## src/rtl/tx_shift_and_hold_reg.sv

```systemverilog
// Transmit shift-and-hold register: one-entry hold buffer feeding an LSB-first serializer.
// Optional USB bit stuffing is enabled by defining TX_BIT_STUFF_EN.
module tx_shift_and_hold_reg #(
    parameter int DATA_W = 8
) (
    input  logic              tx_shift_and_hold_reg_Clk,
    input  logic              tx_shift_and_hold_reg_Rst,
    input  logic [DATA_W-1:0] tx_shift_and_hold_reg_Data_In,
    input  logic              load_valid,
    output logic              load_ready,
    input  logic              tx_enable,
    output logic              tx_shift_and_hold_reg_Data_Out,
    output logic              tx_active,
    output logic              stuff_bit
);

    localparam int              CNT_W    = $clog2(DATA_W);
    localparam logic [CNT_W-1:0] LAST_BIT = CNT_W'(DATA_W - 1);

`ifdef TX_BIT_STUFF_EN
    typedef enum logic [1:0] {IDLE, SHIFT, STUFF} state_t;
`else
    typedef enum logic [0:0] {IDLE, SHIFT} state_t;
`endif

    state_t            state, state_nxt;
    logic [DATA_W-1:0] hold, hold_nxt;
    logic              hold_full, hold_full_nxt;
    logic [DATA_W-1:0] sreg, sreg_nxt;
    logic [CNT_W-1:0]  bit_cnt, bit_cnt_nxt;
    logic              accept;
    logic              byte_end;

`ifdef TX_BIT_STUFF_EN
    logic [2:0] ones_cnt, ones_nxt;
    // Remembers whether the sixth 1 was also the last bit of its byte.
    logic       stuff_eob, stuff_eob_nxt;
`endif

    assign accept = load_valid && !hold_full;

    // NOTE: every variable gets a default at the top so no path can infer a latch.
    always_comb begin
        state_nxt     = state;
        hold_nxt      = hold;
        hold_full_nxt = hold_full;
        sreg_nxt      = sreg;
        bit_cnt_nxt   = bit_cnt;
        byte_end      = 1'b0;
`ifdef TX_BIT_STUFF_EN
        ones_nxt      = ones_cnt;
        stuff_eob_nxt = stuff_eob;
`endif

        if (accept) begin
            hold_nxt      = tx_shift_and_hold_reg_Data_In;
            hold_full_nxt = 1'b1;
        end

        case (state)
            IDLE: begin
`ifdef TX_BIT_STUFF_EN
                ones_nxt = 3'd0;
`endif
                if (hold_full) begin
                    sreg_nxt      = hold;
                    bit_cnt_nxt   = '0;
                    hold_full_nxt = 1'b0;
                    state_nxt     = SHIFT;
                end
            end

            SHIFT: begin
                if (tx_enable) begin
                    sreg_nxt    = sreg >> 1;
                    bit_cnt_nxt = bit_cnt + CNT_W'(1);
`ifdef TX_BIT_STUFF_EN
                    ones_nxt = sreg[0] ? ones_cnt + 3'd1 : 3'd0;
                    if (sreg[0] && ones_cnt == 3'd5) begin
                        state_nxt     = STUFF;
                        stuff_eob_nxt = (bit_cnt == LAST_BIT);
                    end else begin
                        byte_end = (bit_cnt == LAST_BIT);
                    end
`else
                    byte_end = (bit_cnt == LAST_BIT);
`endif
                end
            end

`ifdef TX_BIT_STUFF_EN
            STUFF: begin
                if (tx_enable) begin
                    ones_nxt = 3'd0;
                    if (stuff_eob) begin
                        byte_end = 1'b1;
                    end else begin
                        state_nxt = SHIFT;
                    end
                end
            end
`endif

            default: state_nxt = IDLE;
        endcase

        // A waiting byte reloads without a gap; otherwise the stream ends.
        if (byte_end) begin
            if (hold_full) begin
                sreg_nxt      = hold;
                bit_cnt_nxt   = '0;
                hold_full_nxt = 1'b0;
                state_nxt     = SHIFT;
            end else begin
                state_nxt = IDLE;
`ifdef TX_BIT_STUFF_EN
                ones_nxt  = 3'd0;
`endif
            end
        end
    end

    // NOTE: state registers use non-blocking assignments so every flop samples pre-edge values.
    always_ff @(posedge tx_shift_and_hold_reg_Clk or posedge tx_shift_and_hold_reg_Rst) begin
        if (tx_shift_and_hold_reg_Rst) begin
            state     <= IDLE;
            hold      <= '0;
            hold_full <= 1'b0;
            sreg      <= '0;
            bit_cnt   <= '0;
        end else begin
            state     <= state_nxt;
            hold      <= hold_nxt;
            hold_full <= hold_full_nxt;
            sreg      <= sreg_nxt;
            bit_cnt   <= bit_cnt_nxt;
        end
    end

`ifdef TX_BIT_STUFF_EN
    always_ff @(posedge tx_shift_and_hold_reg_Clk or posedge tx_shift_and_hold_reg_Rst) begin
        if (tx_shift_and_hold_reg_Rst) begin
            ones_cnt  <= 3'd0;
            stuff_eob <= 1'b0;
        end else begin
            ones_cnt  <= ones_nxt;
            stuff_eob <= stuff_eob_nxt;
        end
    end
`endif

    // Outputs depend on registered state only.
    assign load_ready                     = !hold_full;
    assign tx_shift_and_hold_reg_Data_Out = (state == SHIFT) ? sreg[0] : 1'b0;
    assign tx_active                      = (state != IDLE);
`ifdef TX_BIT_STUFF_EN
    assign stuff_bit                      = (state == STUFF);
`else
    assign stuff_bit                      = 1'b0;
`endif

endmodule

```

## config.mk

```make
export PLATFORM = sky130hd
export DESIGN_NAME = tx_shift_and_hold_reg
export DESIGN_NICKNAME = d
export VERILOG_FILES = /design/src/rtl/tx_shift_and_hold_reg.sv
export SDC_FILE = /design/constraint.sdc
export NUM_CORES = 1
export LEC_CHECK = 0
export ABC_AREA = 1
export CAP_MARGIN = 10
export CELL_PAD_IN_SITES_DETAIL_PLACEMENT = 2
export CELL_PAD_IN_SITES_GLOBAL_PLACEMENT = 2
export CORE_MARGIN = 2
export CORE_UTILIZATION = 34
export CTS_BUF_LIST = sky130_fd_sc_hd__clkbuf_8
export DETAILED_ROUTE_END_ITERATION = 8
export GPL_ROUTABILITY_DRIVEN = 0
export GPL_TIMING_DRIVEN = 0
export PLACE_DENSITY_LB_ADDON = 0.1
export SETUP_SLACK_MARGIN = 0.1
export SYNTH_ARGS = -nofsm -noshare
export SYNTH_HDL_FRONTEND = slang
export SYNTH_SLANG_ARGS = --single-unit
```

## constraint.sdc

```tcl
create_clock -name tx_shift_and_hold_reg_Clk -period 2.97 [get_ports tx_shift_and_hold_reg_Clk]
set_input_delay 0.297 -clock tx_shift_and_hold_reg_Clk [delete_from_list [all_inputs] [get_ports tx_shift_and_hold_reg_Clk]]
set_output_delay 0.297 -clock tx_shift_and_hold_reg_Clk [all_outputs]
set_load 0.02 [all_outputs]
```

---- Yosys cells after proc, flatten, opt, wreduce, memory -nomap -nowiden ----
Index checks and enable logic that the tools add are counted.
storage, ports and cells
  bits in registers ....................... 21
  output and inout port bits .............. 4
  word-level logic and storage cells ...... 31
operators by class
  add/sub/neg operators ................... 1
  equal/unequal tests ..................... 1
  multiplexer cells ....................... 21
  bitwise operators ....................... 1
  reductions and logical operators ........ 2
operator list
  cell                                         number
  2-to-1 mux 8 bit                             4
  case mux 8 bit (2 select lines)              1
  2-to-1 mux 3 bit                             4
  2-to-1 mux 1 bit                             11
  case mux 3 bit (2 select lines)              1
  adder 3 x 1 -> 3 bit, second input constant  1
  equality test 3 bit, second input constant   1
  logical AND 1 bit                            1
  zero test 1 bit                              1
  inverter 1 bit                               1

---- Logic depth before layout (Yosys ltp) ----
Gate-level depths: netlist of the first run.
  depth in word-level cells ............... 7
  gate-level depth with buffers ........... 7
  gate-level depth less buffers ........... 7

---- Least setup slack after synthesis of the first run ----
OpenSTA, ideal clock, no wires.
  path kind ............................... register -> register
  start point ............................. reg bit_cnt[0]
  end point ............................... reg sreg[6]
  setup time .............................. 0.069 ns
  arrival ................................. 1.209 ns
  setup slack ............................. 1.692 ns
  cell stages (with the launch flop) ...... 8
  path through ............................ dfrtp_1 > ha_1 > ha_1 > nand2_1 > inv_1 > nand2_1 > nand3_1 > nand3_1
between the ends
  longest elaborated chain between the ends .. 4
ends and longest elaborated chain
  what                      line  source
  start: declaration        30    logic [CNT_W-1:0] bit_cnt, bit_cnt_nxt;
  start signal: assignment  136   bit_cnt <= bit_cnt_nxt;
  equality test 3 bit       86    byte_end = (bit_cnt == LAST_BIT);
  2-to-1 mux 1 bit          74    if (tx_enable) begin
  2-to-1 mux 1 bit          60    case (state)
  2-to-1 mux 8 bit          108   if (byte_end) begin
  net sreg_nxt[6]           29    logic [DATA_W-1:0] sreg, sreg_nxt;
  end signal: assignment    135   sreg <= sreg_nxt;
  end: declaration          29
The timed path passes the listed nets, and every way through them passes these cells.
A chain may end at the register's enable or synchronous reset.

---- Worst setup path in the final report of the first run ----
  start point ............................. reg hold_full
  end point ............................... out load_ready
between the ends
  longest elaborated chain between the ends .. 1
ends and longest elaborated chain
  what                      line  source
  start: declaration        28    logic hold_full, hold_full_nxt;
  start signal: assignment  134   hold_full <= hold_full_nxt;
  zero test 1 bit           153   assign load_ready = !hold_full;
  end: declaration          10    output logic load_ready,
No other way between the ends.

==> impl_results.md, run 1 <==
* Vias at 873
* Seq/Total Area, Yosys at 52.5%
* CP startpoint: hold_full
* R2r setup slk at 1.44 ns
* Wire per inst at 14.5 µm
* FMAX at 0.507 GHz
* Period utilisation layout at 66.3%
* Cells after Synth at 127
* Clock Pin Slew Worst Setup and Hold Paths at 0.08 ns
* Mapped Area at 1000 µm²
* Initial drt markers at 28
* Endpoint class of the critical path: output pin
* Clock buffer depth at 2
* Die Wd at 58.3 µm
* CTS tree: built
* Storage element area at 526 µm²
* Crit path required time at 2.67 ns
* Final ANT Viol Nets at 0
* Rel. slew slack at 44.8%
* Drt total wl at 2.53 mm
* # DRC at 0
* Number of antenna violations at the first check in global routing at 0
* CP delay by family, top: buffers and inverters
* Synth warn at 0
* Commonest cells in the netlist: 59 x nand2_1, 21 x dfrtp_1, 19 x nand3_1
* CTS buffer count at 3
* Share of the synthesized area in the top cell type at 52.5%
* Netlist cell types at 17
* Main synth FF type: dfrtp_1
* Die height at 58.3 µm
* 1st-pass router iterations at 4
* CP Class: flop to output pin
* Vias/cell at 4.99
* # H-tree levels at 1
* Global-route wire length before repair at 4.51 mm
* Row count at 19
* TNS Setup at 0 ns
* Cell depth of the worst flop-to-flop path at 7
* Most numerous cell in the Yosys netlist: nand2_1
* Leakage power at 0.669 nW
* Top post-synthesis cells by area: dfrtp_1 53%, nand2_1 22%, nand3_1 9.5%
* Nets at 159
* Clock root cell: clkbuf_8
* #FFs+latches synth at 21
* GR Overflow Total at 0
* Cell Chain, Critical Path: inv_2 > buf_2 > clkdlybuf4s50_1
* Hold Path Class: input pin to flop
* Avg Cell Area, Syn at 7.88 µm²
* Worst r2r src: bit_cnt[0]
* Status: completed
* Antenna diodes at 0
* Layout area overhead at 21.5%
* Clock latency on the worst-skew pair at 0.27 ns
* Worst setup path end: load_ready
* Crit path arrival time at 1.67 ns
* Worst path slowest cell: clkdlybuf4s50_1
* RSZ-0062 raised after global routing: no
* Fraction of registers with async set/reset at 100%
* Max_cap viols at 0
* Syn_nets at 141
* Multi-input gate area in the final layout at 415 µm²
* CP max FO at 10
* Share of cells above drive strength 1 at 8.33%
* Critical path's largest stage delay at 0.64 ns
* PD cells at 819 nW/µm²
* Io pins at 16
* Starting Density at 36.0%
* Full die area at 3390 µm²
* Area leader, netlist: dfrtp_1
* Cts repair resizes at 0
* Setup Buffers After CTS at 0
* Overall Global Routing Usage at 17.7%
* DP HPWL at 1.89 mm
* Final setup vio count at 0
* Clk sink count at 21
* Minimum clock period after layout at 1.97 ns
* PortBufs at 13
* Fillers at 331
* Buf/Inv on CP at 3
* Hold-fix buffers at CTS at 0
* Crit path depth at 3
* Largest net degree at the start of global routing at 22
* Max VDD drop at 0.481 mV
* Number of synthesized flops with an enable pin at 0
* Total Power at 0.996 mW
* Worst-case clock skew at 0.00364 ns
* Hold Vio Cnt, Final at 0
* Core area at 2780 µm²
* Final Max Slew Viols at 0
* Worst Max-Slew Pin Slew at 0.827 ns
* Via count of the first global-routing pass at 965
* Startpoint types: flop
* Worst r2r dst: sreg[6]
## per-stage QoR
stage          setup slack (ns)  hold slack [ns]  util [%]  cells  instance area (µm²)
2_1_floorplan              1.69            0.274         -    127                 1000
3_3_place_gp               1.31            0.458      42.1    171                 1170
3_5_place_dp               1.28            0.464      42.1    171                 1170
4_1_cts                   0.970            0.366      43.7    175                 1220
5_1_grt                   0.921            0.397      43.7    175                 1220
6_report                   1.00            0.365      43.7    175                 1220
## kinds of logic (layout without fill, tap and decap cells)
| group | count (synthesis) | after routing | synth area share, % |
|---|---|---|---|
| AND/OR/NAND/NOR | 84 | 84 | 34.9 |
| flip-flops | 21 | 21 | 52.5 |
| buffers and inverters | 13 | 30 | 6.00 |
| AO/OA/AOI/OAI | 5 | 5 | 2.88 |
| adder cells (fa/ha/maj) | 2 | 2 | 2.50 |
| other | 1 | 1 | 0.375 |
| XOR/XNOR | 1 | 1 | 0.875 |
## worst min-delay path, cell delays in order
cell     delay [ns]
buf_2          0.16
nand3_1        0.09
nand2_1        0.05
## placed cells by master, fill, tap and decap left out, drive strengths merged, types with 2 or more instances in the layout
master	count
dfrtp	21
nand3	19
a21oi	3
ha	2
nand2	61
clkdlybuf4s50	13
nor2	4
clkbuf	3
buf	3
inv	10
o21ai	2
## sequential cells by signal, indices dropped and copies added (netlist names)
register and count:
hold_full 1, sreg 8, hold 8, tx_active 1, bit_cnt 3
## area by class of cell
type / instances / share of cell area, %
flip-flops and latches: 21 / 43.2
clock buffers: 3 / 3.40
multi-input cells: 93 / 34.2
inverters: 10 / 3.50
well taps: 31 / 3.19
clock inverters: 1 / 0.412
plain buffers: 3 / 1.44
repair buffers: 13 / 10.7
## report_power, final
group / internal (mW) / switching, mW / total [mW] / leakage [nW]
clock: 0.0937 / 0.102 / 0.196 / 0.0255
combinational: 0.129 / 0.201 / 0.330 / 0.380
sequential: 0.402 / 0.0682 / 0.470 / 0.264
## how the worst min path moves through the flow
stage / start / to / depth (start not counted) / slack (ns)
2_1_floorplan: tx_shift_and_hold_reg_Rst / bit_cnt[0] / 1 / 0.27
6_report: load_valid / hold[0] / 3 / 0.36
4_1_cts: load_valid / hold[0] / 3 / 0.37
3_3_place_gp: hold[4] / hold[4] / 2 / 0.46
5_1_grt: load_valid / hold[3] / 3 / 0.40
3_5_place_dp: hold[3] / hold[3] / 2 / 0.46
## layer usage
metal,track usage (%),vias up,share of wire [%]
met3,2.01,4,3.4
met5,0,-,0
met4,5.98,0,1.3
met2,30.7,18,50
li1,-,430,-
met1,22.8,421,45
Note: power is estimated with default switching activity, not from simulation.
==> run 2: changes to the inputs <==
--- a/config.mk
+++ b/config.mk
@@ -10,7 +10,7 @@
 export CELL_PAD_IN_SITES_DETAIL_PLACEMENT = 2
 export CELL_PAD_IN_SITES_GLOBAL_PLACEMENT = 2
 export CORE_MARGIN = 2
-export CORE_UTILIZATION = 34
+export CORE_UTILIZATION = 31
 export CTS_BUF_LIST = sky130_fd_sc_hd__clkbuf_8
 export DETAILED_ROUTE_END_ITERATION = 8
 export GPL_ROUTABILITY_DRIVEN = 0
==> constraint.sdc (replaced) <==
create_clock -name tx_shift_and_hold_reg_Clk -period 1.89 [get_ports tx_shift_and_hold_reg_Clk]
set_input_delay 0.189 -clock tx_shift_and_hold_reg_Clk [delete_from_list [all_inputs] [get_ports tx_shift_and_hold_reg_Clk]]
set_output_delay 0.189 -clock tx_shift_and_hold_reg_Clk [all_outputs]
set_load 0.02 [all_outputs]
==> run 2 against run 1 <==
  * Power grew 55%
  * Worst setup slack lost 0.77 ns
  * Via count shrank 0.80%
  * Critical path depth is the same
  * Global-route usage shrank 0.61 points
  * First-iteration DRC count shrank 61%
  * Sequential share of layout area shrank 0.53 points
  * Combinational power grew 53%
  * Die area grew 9.0%
  * Critical endpoint is now tx_shift_and_hold_reg_Data_Out
  * Largest power group unchanged
  * Highest routed layer unchanged
==> impl_results.md, run 2 (synthesized netlist as in run 1, its figures left out) <==
* Status: completed (unchanged)
* Io pins at 16 (unchanged)
* Number of antenna violations at the first check in global routing at 0 (unchanged)
* CP Class: flop to output pin (unchanged)
* Placed Area at 1190 µm² (was 1170 µm²)
* Share of cells above drive strength 1 at 8.33% (unchanged)
* Vias at 866 (was 873)
* Overall Global Routing Usage at 17.1% (was 17.7%)
* DP HPWL at 1.82 mm (was 1.89 mm)
* Endpoint class of the critical path: output pin (unchanged)
* Global-route wire length before repair at 4.54 mm (was 4.51 mm)
* Hold Slack at 0.261 ns (was 0.365 ns)
* Fin area at 1230 µm² (was 1220 µm²)
* Fin cells at 188 (was 175)
* Worst r2r src: bit_cnt[0] (unchanged)
* Max_cap viols at 0 (unchanged)
* GR Overflow Total at 0 (unchanged)
* Worst Max-Slew Pin Slew at 0.807 ns (was 0.827 ns)
* Cell depth of the worst flop-to-flop path at 7 (unchanged)
* Minimum clock period after layout at 1.66 ns
* Total Power at 1.55 mW (was 0.996 mW)
* Full die area at 3700 µm² (was 3390 µm²)
* Starting Density at 32.8% (was 36.0%)
* Clock root cell: clkbuf_8 (unchanged)
* Period utilisation layout at 87.9%
* Most frequent cells in the layout: 59 x nand2_1, 21 x dfrtp_1, 19 x nand3_1 (unchanged)
* Via count of the first global-routing pass at 966 (was 965)
* Finished Core Util at 40.3% (was 43.7%)
* FMAX at 0.602 GHz
* Die Wd at 60.8 µm (was 58.3 µm)
* Final Max Slew Viols at 0 (unchanged)
* Crit path required time at 1.70 ns (was 2.67 ns)
* Worst setup margin at 0.229 ns (was 1.00 ns)
* 1st-pass router iterations at 3 (was 4)
* Hold Vio Cnt, Final at 0 (unchanged)
* DP Worst Slack at 0.318 ns (was 1.28 ns)
* Largest net degree at the start of global routing at 22 (unchanged)
* Clock Pin Slew Worst Setup and Hold Paths at 0.08 ns (about the same)
* TNS Setup at 0 ns (unchanged)
* WHS Endpoint: hold[6] (was hold[0])
* Core area at 3050 µm² (was 2780 µm²)
* CTS buffer count at 3 (unchanged)
* Crit path arrival time at 1.47 ns (was 1.67 ns)
* Initial drt markers at 11 (was 28)
* Drt total wl at 2.49 mm (was 2.53 mm)
* Startpoint types: flop (unchanged)
* Nets at 159 (unchanged)
* Worst hold path depth at 3 (unchanged)
* Clk sink count at 21 (unchanged)
* Row count at 20 (was 19)
* Leakage power at 0.673 nW (was 0.669 nW)
* Max VDD drop at 0.395 mV (was 0.481 mV)
* Commonest non-fill, non-tap cell in the layout: nand2_1 (unchanged)
* Hold Path Class: input pin to flop (unchanged)
* Worst-case clock skew at 0.00397 ns (was 0.00364 ns)
* PD cells at 1260 nW/µm² (was 819 nW/µm²)
* RSZ-0062 raised after global routing: no (unchanged)
* Vias/cell at 4.61 (was 4.99)
* # DRC at 0 (unchanged)
* CTS tree: built (unchanged)
* R2r setup slk at 0.34 ns (was 1.44 ns)
* Hold Crit Start: load_valid (unchanged)
* Top Registers: hold x8, sreg x8, bit_cnt x3 (unchanged)
* Wire per inst at 13.3 µm (was 14.5 µm)
* Setup Buffers After CTS at 0 (unchanged)
* Antenna diodes at 0 (unchanged)
* Inst Count DP at 184 (was 171)
* # H-tree levels at 1 (unchanged)
* Clock latency on the worst-skew pair at 0.26 ns (was 0.27 ns)
* PortBufs at 13 (unchanged)
* Layout area overhead at 23.0% (was 21.5%)
* Die height at 60.8 µm (was 58.3 µm)
* Final ANT Viol Nets at 0 (unchanged)
* Worst r2r dst: sreg[6] (unchanged)
* Rel. slew slack at 46.2% (was 44.8%)
* CP max FO at 6 (was 10)
* Final setup vio count at 0 (unchanged)
* Clock buffer depth at 2 (unchanged)
run 2: cell count changes in the layout (fill, tap and decap cells not counted):
cell	change
clkdlybuf4s50_1	-1
dlygate4sd2_1	+1
run 2: timing repair:
action,4_1_cts,5_1_grt
endpoints found under the setup margin,1,0
hold buffers,0,0
gates resized for setup,1,0
run 2: layout make-up:
class	instances	area, µm²
plain buffers	3	17.5
clock buffers	3	41.3
clock inverters	1	5.00
fillers	375	1820
inverters	10	42.5
multi-input cells	93	415
flip-flops and latches	21	526
well taps	44	55.1
repair buffers	13	129
run 2: critical path, cell delays in order, from the launching register on:
cell	delay [ns]
dfrtp_1	0.46
nand2_1	0.10
inv_1	0.06
clkdlybuf4s50_1	0.59
run 2: how the worst max path moves through the flow:
stage | from | to | depth (start not counted)
after floorplan | bit_cnt[0] | sreg[6] | 7
after global placement | tx_enable | sreg[7] | 5
after detailed placement | hold_full | load_ready | 3
after CTS | tx_active | tx_shift_and_hold_reg_Data_Out | 3
after global routing | tx_active | tx_shift_and_hold_reg_Data_Out | 3
final | tx_active | tx_shift_and_hold_reg_Data_Out | 3
run 2: power breakdown:
group | total [mW] | switching (mW) | internal (mW)
combinational | 0.505 | 0.310 | 0.195
clock | 0.301 | 0.154 | 0.147
sequential | 0.743 | 0.112 | 0.631
run 2: routing by layer:
layer / global-route usage, % / routed length [µm]
met5: 0 / 0
met4: 8.39 / 29
met3: 1.92 / 62
met2: 29.3 / 1240
met1: 21.3 / 1160
==> run 3: changes to the inputs <==
--- a/config.mk
+++ b/config.mk
@@ -14,8 +14,7 @@
 export CTS_BUF_LIST = sky130_fd_sc_hd__clkbuf_8
 export DETAILED_ROUTE_END_ITERATION = 8
 export GPL_ROUTABILITY_DRIVEN = 0
-export GPL_TIMING_DRIVEN = 0
-export PLACE_DENSITY_LB_ADDON = 0.1
+export PLACE_DENSITY = 0.86
 export SETUP_SLACK_MARGIN = 0.1
 export SYNTH_ARGS = -nofsm -noshare
 export SYNTH_HDL_FRONTEND = slang
==> constraint.sdc (replaced) <==
create_clock -name tx_shift_and_hold_reg_Clk -period 1.8 [get_ports tx_shift_and_hold_reg_Clk]
set_input_delay 0.18 -clock tx_shift_and_hold_reg_Clk [delete_from_list [all_inputs] [get_ports tx_shift_and_hold_reg_Clk]]
set_output_delay 0.18 -clock tx_shift_and_hold_reg_Clk [all_outputs]
set_load 0.02 [all_outputs]
==> run 3 against run 2 <==
  * Worst setup slack got worse by 0.057 ns
  * Clock power increased by 3%
  * Combinational power increased by 13%
  * Design area increased by 1.3%
  * Highest routed layer unchanged
  * Critical path depth unchanged
  * Hold slack improved by 0.0095 ns
  * Clock-buffer cell count unchanged
  * Via count increased by 5.2%
  * First-iteration DRC count increased to 2.6 times the previous value
  * Die area unchanged
==> impl_results.md, run 3 (synthesized netlist as in run 1, its figures left out) <==
* Core area at 3050 µm² (unchanged)
* Clock buffer depth at 2 (unchanged)
* Hold Path Class: input pin to async pin (was input pin to flop)
* Worst r2r src: bit_cnt[0] (unchanged)
* Max VDD drop at 0.574 mV (was 0.395 mV)
* 1st-pass router iterations at 4 (was 3)
* PD cells at 1340 nW/µm² (was 1260 nW/µm²)
* GR Overflow Total at 0 (unchanged)
* Nets at 160 (was 159)
* Clock Pin Slew Worst Setup and Hold Paths at 0.08 ns (about the same)
* Final ANT Viol Nets at 0 (unchanged)
* Fin area at 1250 µm² (was 1230 µm²)
* Fillers at 371 (was 375)
* Largest net degree at the start of global routing at 22 (unchanged)
* CTS buffer count at 3 (unchanged)
* Endpoint class of the critical path: output pin (unchanged)
* Final setup vio count at 0 (unchanged)
* Crit path required time at 1.62 ns (was 1.70 ns)
* Max_cap viols at 0 (unchanged)
* Global-route wire length before repair at 4.91 mm (was 4.54 mm)
* Hold Vio Cnt, Final at 0 (unchanged)
* Starting Density at 32.8% (unchanged)
* Cell Chain, Critical Path: nand2_1 > inv_1 > clkdlybuf4s50_1 (unchanged)
* Buf/Inv on CP at 2 (unchanged)
* # H-tree levels at 1 (unchanged)
* Drt total wl at 2.86 mm (was 2.49 mm)
* Clock root cell: clkbuf_8 (unchanged)
* Top Registers: hold x8, sreg x8, bit_cnt x3 (unchanged)
* Placed Area at 1200 µm² (was 1190 µm²)
* Worst-case clock skew at 0.00178 ns (was 0.00397 ns)
* Storage element area at 527 µm² (was 526 µm²)
* Period utilisation layout at 90.4%
* Antenna diodes at 0 (unchanged)
* Number of antenna violations at the first check in global routing at 0 (unchanged)
* Finished Core Util at 40.9% (was 40.3%)
* CTS tree: built (unchanged)
* Vias/cell at 4.82 (was 4.61)
* Wire per inst at 15.1 µm (was 13.3 µm)
* CP delay by family, top: buffers and inverters (unchanged)
* DP HPWL at 1.98 mm (was 1.82 mm)
* Minimum clock period after layout at 1.63 ns
* Share of cells above drive strength 1 at 8.28% (was 8.33%)
* Row count at 20 (unchanged)
* Worst path slowest cell: clkdlybuf4s50_1 (unchanged)
* Status: completed (unchanged)
* FMAX at 0.614 GHz
* Worst r2r dst: sreg[7] (was sreg[6])
* Startpoint types: flop (unchanged)
* Via count of the first global-routing pass at 1,004 (was 966)
* Vias at 911 (was 866)
* Die height at 60.8 µm (unchanged)
* Die Wd at 60.8 µm (unchanged)
* Most frequent cells in the layout: 59 x nand2_1, 20 x dfrtp_1, 19 x nand3_1 (was 59 x nand2_1, 21 x dfrtp_1, 19 x nand3_1)
* CP Class: flop to output pin (unchanged)
* Full die area at 3700 µm² (unchanged)
* Critical path's largest stage delay at 0.59 ns (about the same)
* TNS Setup at 0 ns (unchanged)
* Final Max Slew Viols at 0 (unchanged)
* Overall Global Routing Usage at 18.6% (was 17.1%)
* Commonest non-fill, non-tap cell in the layout: nand2_1 (unchanged)
* Leakage power at 0.675 nW (was 0.673 nW)
* R2r setup slk at 0.25 ns (was 0.34 ns)
* Initial drt markers at 29 (was 11)
* Crit path arrival time at 1.45 ns (was 1.47 ns)
* Io pins at 16 (unchanged)
* PortBufs at 14 (was 13)
* Clk sink count at 21 (unchanged)
* Layout area overhead at 24.6% (was 23.0%)
* # DRC at 0 (unchanged)
* RSZ-0062 raised after global routing: no (unchanged)
* Clock latency on the worst-skew pair at 0.26 ns (about the same)
* Multi-input gate area in the final layout at 415 µm² (unchanged)
* CP max FO at 6 (unchanged)
* Cell depth of the worst flop-to-flop path at 7 (unchanged)
==> run 3: final cells by class <==
cell class	instances	share of cell area (%)
clock inverter	1	0.301
timing repair buffer	17	13.0
multi-input combinational	93	33.3
tap	44	4.41
clock buffer	3	3.31
inverter	10	3.41
sequential	21	42.2
==> run 3: how the worst max path moves through the flow <==
stage | end | slack (ns) | depth (start not counted) | from
after CTS | tx_shift_and_hold_reg_Data_Out | 0.14 | 3 | tx_active
after global placement | sreg[3] | 0.28 | 5 | tx_enable
after floorplan | sreg[6] | 0.52 | 7 | bit_cnt[0]
after global routing | tx_shift_and_hold_reg_Data_Out | 0.11 | 3 | tx_active
after detailed placement | sreg[6] | 0.22 | 5 | tx_enable
final | tx_shift_and_hold_reg_Data_Out | 0.17 | 3 | tx_active
==> run 3: where the power goes <==
part | internal (mW) | switching [mW]
Combinational | 0.223 | 0.349
Sequential | 0.664 | 0.129
Clock | 0.152 | 0.159
Total | 1.04 | 0.636
==> run 3: tightest hold or removal path, cell delays in order <==
cell and delay (ns):
clkdlybuf4s50_1 0.40, inv_1 0.06, buf_4 0.28
==> run 3: metrics by stage <==
step	power [mW]	std cells	hold WS [ns]	setup slack, ns
after global placement	1.31	185	0.455	0.277
final	1.68	189	0.270	0.172
after detailed placement	1.36	185	0.460	0.223
after floorplan	1.14	127	0.157	0.522
after global routing	1.81	189	0.304	0.107
after CTS	1.70	189	0.269	0.141
==> run 3: per-layer routing <==
metal	wire, µm	global-route usage [%]	share of wire, %
met1	1210	21.9	42
met2	1550	34.1	54
met3	53	3.20	1.9
met4	34	5.59	1.2
met5	0	0	0
==> run 3: what timing repair did <==
item / 4_1_cts / 5_1_grt
hold buffers: 0 / 0
gates resized for setup: 1 / 0
setup endpoints to repair: 1 / 0
setup buffers: 0 / 0
